**src/rtl/codificador_pkg.sv**
```systemverilog
// Shared constants and helpers for the parametrised priority encoder.
// Mode selectors and index-width function used by the top and the
// combinational search block.
package codificador_pkg;

  localparam int MODO_FIJO = 0;
  localparam int MODO_RR   = 1;

  // Output index width: never narrower than one bit, even for N = 2.
  function automatic int idx_width(input int n);
    return (n <= 2) ? 1 : $clog2(n);
  endfunction

endpackage

```
**src/rtl/codificador_prioridad_comb.sv**
```systemverilog
// Combinational winner search for the priority encoder.
// Fixed mode picks the highest set bit. Round-robin mode rotates X so the
// search starts at ptr, takes the lowest set bit of the rotated word, and
// maps it back with a modulo-N add (N need not be a power of two).
// Optional build macro: CODIF_MULTIBIT_EN enables the "more than one bit
// set" detector; otherwise multibit is a constant 0.
module codificador_prioridad_comb
  import codificador_pkg::*;
#(
  parameter int N = 8,
  parameter int W = idx_width(N)
) (
  input  logic [N-1:0] X,
  input  logic [W-1:0] ptr,
  input  logic         mode,
  output logic [W-1:0] idx,
  output logic         ninguno,
  output logic         multibit
);

  // Modulo-N add of two indices already below N; one subtraction suffices.
  function automatic logic [W-1:0] wrap_add(input logic [W-1:0] a,
                                            input logic [W-1:0] b);
    logic [W:0] s;
    s = {1'b0, a} + {1'b0, b};
    if (s >= (W+1)'(N)) s = s - (W+1)'(N);
    return s[W-1:0];
  endfunction

  logic [N-1:0] rot;
  logic [W-1:0] hi_idx;
  logic [W-1:0] rr_off;

  // Rotate X down by ptr so the round-robin search always starts at bit 0.
  always_comb begin
    rot = '0;
    for (int i = 0; i < N; i++) rot[i] = X[wrap_add(W'(i), ptr)];
  end

  // Highest set bit of X, and lowest set bit of the rotated word.
  always_comb begin
    hi_idx = '0;
    for (int i = 0; i < N; i++) begin
      if (X[i]) hi_idx = W'(i);
    end
    rr_off = '0;
    for (int i = N - 1; i >= 0; i--) begin
      if (rot[i]) rr_off = W'(i);
    end
  end

  // Select the mode's winner; an all-zero word reports index 0.
  always_comb begin
    ninguno = (X == '0);
    if (ninguno)   idx = '0;
    else if (mode) idx = wrap_add(rr_off, ptr);
    else           idx = hi_idx;
  end

`ifdef CODIF_MULTIBIT_EN
  // Clearing the lowest set bit leaves something only if two or more were set.
  assign multibit = ((X & (X - N'(1))) != '0);
`else
  assign multibit = 1'b0;
`endif

endmodule

```
**src/rtl/codificador_prioridad_param.sv**
```systemverilog
// Parametrised N-to-log2(N) priority encoder with a registered output stage
// and valid/ready handshake on both sides. Fixed-priority or round-robin
// selected by MODO_RR; the round-robin pointer lives here and advances only
// on an accept of a non-zero word.
// Optional build macro: CODIF_MULTIBIT_EN (registers a multi-bit flag).
module codificador_prioridad_param
  import codificador_pkg::*;
#(
  parameter  int N       = 8,
  parameter  int MODO_RR = 0,
  localparam int W       = idx_width(N)
) (
  input  logic         clk,
  input  logic         rst,
  input  logic [N-1:0] X,
  input  logic         valido_in,
  output logic         listo_out,
  output logic [W-1:0] Salida,
  output logic         ninguno,
  output logic         multibit,
  output logic         valido_out,
  input  logic         listo_in
);

  localparam logic MODE_IS_RR = (MODO_RR == codificador_pkg::MODO_RR);

  logic [W-1:0] idx_c;
  logic         ninguno_c;
  logic         multibit_c;
  logic         accept;

  logic [W-1:0] salida_q,   salida_d;
  logic         ninguno_q,  ninguno_d;
  logic         multibit_q, multibit_d;
  logic         valido_q,   valido_d;
  logic [W-1:0] ptr_q,      ptr_d;

  codificador_prioridad_comb #(
    .N (N),
    .W (W)
  ) u_comb (
    .X        (X),
    .ptr      (ptr_q),
    .mode     (MODE_IS_RR),
    .idx      (idx_c),
    .ninguno  (ninguno_c),
    .multibit (multibit_c)
  );

  // Output slot is free when empty or being drained this cycle.
  assign listo_out = !valido_q || listo_in;
  assign accept    = valido_in && listo_out;

  // Next state: load on accept, drop valid on drain, otherwise hold.
  always_comb begin
    salida_d   = salida_q;
    ninguno_d  = ninguno_q;
    multibit_d = multibit_q;
    valido_d   = valido_q;
    ptr_d      = ptr_q;
    if (accept) begin
      salida_d   = idx_c;
      ninguno_d  = ninguno_c;
      multibit_d = multibit_c;
      valido_d   = 1'b1;
      if (MODE_IS_RR && !ninguno_c) begin
        ptr_d = (idx_c == W'(N - 1)) ? '0 : idx_c + W'(1);
      end
    end else if (listo_in) begin
      valido_d = 1'b0;
    end
  end

  // Output register and pointer; reset wins over any accept.
  always_ff @(posedge clk) begin
    if (rst) begin
      salida_q   <= '0;
      ninguno_q  <= 1'b0;
      multibit_q <= 1'b0;
      valido_q   <= 1'b0;
      ptr_q      <= '0;
    end else begin
      salida_q   <= salida_d;
      ninguno_q  <= ninguno_d;
      multibit_q <= multibit_d;
      valido_q   <= valido_d;
      ptr_q      <= ptr_d;
    end
  end

  assign Salida     = salida_q;
  assign ninguno    = ninguno_q;
  assign multibit   = multibit_q;
  assign valido_out = valido_q;

endmodule

```
**config.mk**
```make
export PLATFORM = sky130hd
export DESIGN_NAME = codificador_prioridad_param
export DESIGN_NICKNAME = d
export VERILOG_FILES = /design/src/rtl/codificador_pkg.sv /design/src/rtl/codificador_prioridad_comb.sv /design/src/rtl/codificador_prioridad_param.sv
export SDC_FILE = /design/constraint.sdc
export NUM_CORES = 1
export LEC_CHECK = 0
export ABC_AREA = 0
export CAP_MARGIN = 10
export CORE_AREA = 2 2 39 41
export CTS_CLUSTER_SIZE = 16
export DETAILED_ROUTE_END_ITERATION = 8
export DIE_AREA = 0 0 41 43
export HOLD_SLACK_MARGIN = 0.02
export PLACE_DENSITY_LB_ADDON = 0.25
export SYNTH_ARGS = -nofsm -noshare
export SYNTH_HDL_FRONTEND = slang
export SYNTH_SLANG_ARGS = --single-unit
```
**constraint.sdc**
```tcl
create_clock -name clk -period 1.4 [get_ports clk]
set_input_delay 0.28 -clock clk [delete_from_list [all_inputs] [get_ports clk]]
set_output_delay 0.28 -clock clk [all_outputs]
set_load 0.005 [all_outputs]
```
Yosys cells after proc, flatten, opt, wreduce, memory -nomap -nowiden. Cells that the tools add are included.

Word-level logic and storage cells: 18. Input bits: 12. Register bits: 5. Output and inout port bits: 7.

Muxes and demuxes: 10. Reductions and logical operators: 5.

Operators by type and width (number): two-way mux 3 bit (5); logical NOT 8 bit (1); two-way mux 2 bit (2); two-way mux 1 bit (3); nonzero test 2 bit (1); logical AND 1 bit (1); logical NOT 1 bit (1); logical OR 1 bit (1).

Longest topological paths before layout.
Depth after elaboration: 8. Depth in mapped cells: 5. Gate-level depth less buffers: 4.

By module. From an unflattened synthesis, not the netlist that was laid out.

Cells, all modules: 119. Area, all modules: 1099.8 um^2.

By module, submodules not included: codificador_prioridad_comb (seq. area each 0.0 um^2, instances 1, cells an instance 92, area each 837.1 um^2); codificador_prioridad_param (seq. area each 120.1 um^2, instances 1, cells an instance 27, area each 262.8 um^2).

Worst setup path before layout. OpenSTA, ideal clock, no wires.

Path kind: reg-to-reg. Start: register valido_q (netlist: valido_out). End: register salida_q[0] (netlist: Salida[0]). Stages on the path, launching flop included: 6. Arrival: 0.947 ns. Period minus slack after synthesis: 1.005 ns. Path buffers: 1. Slack: 0.395 ns. Cells stage by stage: dfxtp_1 > nand2b_4 > and2_1 > buf_6 > nor3b_2 > a31o_1.

Longest elaborated chain between the ends: 3.

Ends and longest elaborated chain: start: declaration (line codificador_prioridad_param.sv:35) `logic valido_q, valido_d;`; start signal: assignment (line codificador_prioridad_param.sv:86) `valido_q <= valido_d;`; logical NOT 1 bit (line codificador_prioridad_param.sv:51) `assign listo_out = !valido_q || listo_in;`; logical OR 1 bit (line codificador_prioridad_param.sv:51); named net listo_out (line codificador_prioridad_param.sv:17) `output logic listo_out,`; logical AND 1 bit (line codificador_prioridad_param.sv:52) `assign accept = valido_in && listo_out;`; end signal: assignment (line codificador_prioridad_param.sv:83) `salida_q <= salida_d;`; end: declaration (line codificador_prioridad_param.sv:32) `logic [W-1:0] salida_q, salida_d;`.

The timed path passes the listed nets, and every way through them passes these cells. A chain may end at the register's enable or synchronous reset.

Worst setup path after layout.
Start: register valido_q (netlist: valido_out). End: output port valido_out.

RTL lines: end: declaration (line codificador_prioridad_param.sv:21) `output logic valido_out,`.

No word-level cell between the ends.

==> summary.md <==
| Metric | Value |
|---|---|
| Worst path max stage delay | `510 ps` |
| Critical-path top delay cell | `clkdlybuf4s50_1` |
| Routed WL | `618 um` |
| Vias per std cell | `4.05` |
| CP cell instances | `clkdlybuf4s50_1` |
| Port buffer count | `17` |
| Wire per inst | `8.47 um` |
| Deepest clock path buffer count | `2` |
| Final nets | `70` |
| Share of cells above drive strength 1 | `0.263` |
| Worst setup EP type | `output pin` |
| Worst setup margin | `31.7 ps` |
| Finished layout cell area | `529 um^2` |
| GRT overflow | `0` |
| First DRT Iteration DRCs | `2` |
| Die Y-Extent | `43 um` |
| First-pass iteration count of the detailed router | `4` |
| Initial Utilization | `0.211` |
| Diode count | `0` |
| Post-synthesis net count | `45` |
| Highest-count cells in the layout ignoring fill and taps | `16 x clkdlybuf4s50_1, 6 x nor2_1, 5 x buf_4, 4 x dfxtp_1` |
| First-pass GRT wire length | `966 um` |
| Period minus WS final | `1370 ps` |
| Num ports | `19` |
| Critical Path RT | `1120 ps` |
| Placed cell areas | `500 um^2` |
| Root Buffer | `clkbuf_4` |
| HP Class | `flop to flop` |
| Fill cells | `153` |
| Fin Setup TNS | `0 ps` |
| Cell Area, Synth | `292 um^2` |
| Antenna violations before repair | `0` |
| FF+latch count, synth | `5` |
| Outcome | `finished, final reports clean` |
| Pleak | `0.212 nW` |
| Hold Vio Cnt, Final | `0` |
| Slew Viols, Final | `0` |
| Dpl hpwl | `550 um` |
| CP bufs+invs | `1` |
| Remaining antenna violation count | `0` |
| Setup slack at placement | `-248 ps` |
| TritonCTS Buffers | `3` |
| Final Util | `0.382` |
| Crit path launch type | `flop` |
| Setup Viol. Count Final | `0` |
| Area delta synth->final | `81.5%` |
| CP delay by family, top | `buffers and inverters` |
| Clock latency on the worst-skew pair | `240 ps` |
| Clock-pin slew on the worst setup and hold paths | `40 ps` |
| Ys Warns | `0` |
| Netlist cell types | `19` |
| Post-CTS Setup Bufs | `0` |
| Core area | `0.00138 mm^2` |
| Max IR drop VDD | `0.000248 V` |
| Max Clock Skew | `2.33 ps` |
| Full die area | `0.00176 mm^2` |
| Final period util | `0.977` |
| WP data arrival | `1090 ps` |
| Cell Rows | `14` |
| Mapped Cells | `33` |
| Mean post-synth cell area | `8.83 um^2` |
| Drt drc | `0` |
| Routability Congestion | `0.630` |
| RSZ-0062 raised after global routing | `false` |
| Largest net degree at the start of global routing | `7` |
| Pwr dens | `819 mW/mm^2` |
| Vias in the first global route | `278` |
| Critical path fanouts, max | `2` |
| Sink Count | `5` |
| Register area share after synthesis | `0.343` |
| Achievable frequency | `731 MHz` |
| CTS tree | `built` |
| Critical path class | `flop to output pin` |
| H-tree Lvls | `1` |
| Die W | `41 um` |
| Global Route Usage Sum | `0.0882` |
| Number of max-cap violations | `0` |
| Commonest non-fill, non-tap cell in the layout | `clkdlybuf4s50_1` |
| Via count | `296` |
cells in the mapped netlist:
library cell,n,area (um^2)
nor3b_2,1,12.5
nor4_1,1,6.26
a211oi_2,1,12.5
a31o_1,1,8.76
nand2b_4,1,13.8
a211oi_1,1,7.51
buf_6,1,11.3
nand3_2,1,10.0
and2_1,1,6.26
buf_4,1,7.51
nor4_4,1,21.3
inv_1,3,11.3
nor3_1,2,10.0
nor2_1,6,22.5
conb_1,1,3.75
dfxtp_1,5,100
nand2_1,1,3.75
a21oi_1,3,15.0
o31ai_1,1,7.51
sequential cells by signal, summed over array words and instances, names as in the netlist:
| signal | flops |
|---|---|
| valido_out | 1 |
| ninguno | 1 |
| Salida | 3 |
metrics by stage:
| step | std cells | hold slack, ps | total power [W] |
|---|---|---|---|
| after floorplan | 33 | 345 | 0.000201 |
| after global placement | 69 | 489 | 0.000272 |
| after detailed placement | 69 | 492 | 0.000273 |
| after CTS | 73 | 490 | 0.000440 |
| after global routing | 73 | 507 | 0.000457 |
| final | 73 | 488 | 0.000434 |
metal layers:
metal,GRT usage,vias to the layer above,part of all wire
met5,0,-,0
met4,0.140,0,0.028
met3,0,2,0.065
met2,0.113,14,0.48
met1,0.0990,118,0.43
li1,-,162,-
power by group:
group,internal (W),switching [W]
Combinational,0.0000707,0.0000384
Sequential,0.000154,0.00000546
Clock,0.000108,0.0000571
tightest hold or removal path, cell delays in order (launching register included):
cell and delay (ps):
dfxtp_2 320, nand2b_4 70, a21oi_1 60
final cells by class:
type	count	area [um^2]	area share
repair buffers	22	208	0.392
multi-input cells	23	163	0.307
flip-flops and latches	5	101	0.191
clock buffers	4	26.3	0.0496
well taps	16	20.0	0.0378
inverters	3	11.3	0.0213
worst paths after layout:
check,slack (ps),depth (start not counted),startpoint,to
min reg2reg,490,2,valido_out,valido_out
min,490,2,valido_out,valido_out
max reg2reg,320,5,valido_out,Salida[0]
max,30,1,valido_out,valido_out
what timing repair did:
action                                  CTS  global route
hold buffers                              0             0
endpoints found under the hold margin     0             0
resized for setup                         2             2
endpoints found under the setup margin    2             3
kinds of logic after synthesis:
logic type             after synthesis  share of synthesized area
AO/OA/AOI/OAI                        7                      0.176
flip-flops                           5                      0.343
other                                1                     0.0129
AND/OR/NAND/NOR                     15                      0.365
buffers and inverters                5                      0.103
Note: power is estimated with default switching activity, not from simulation.
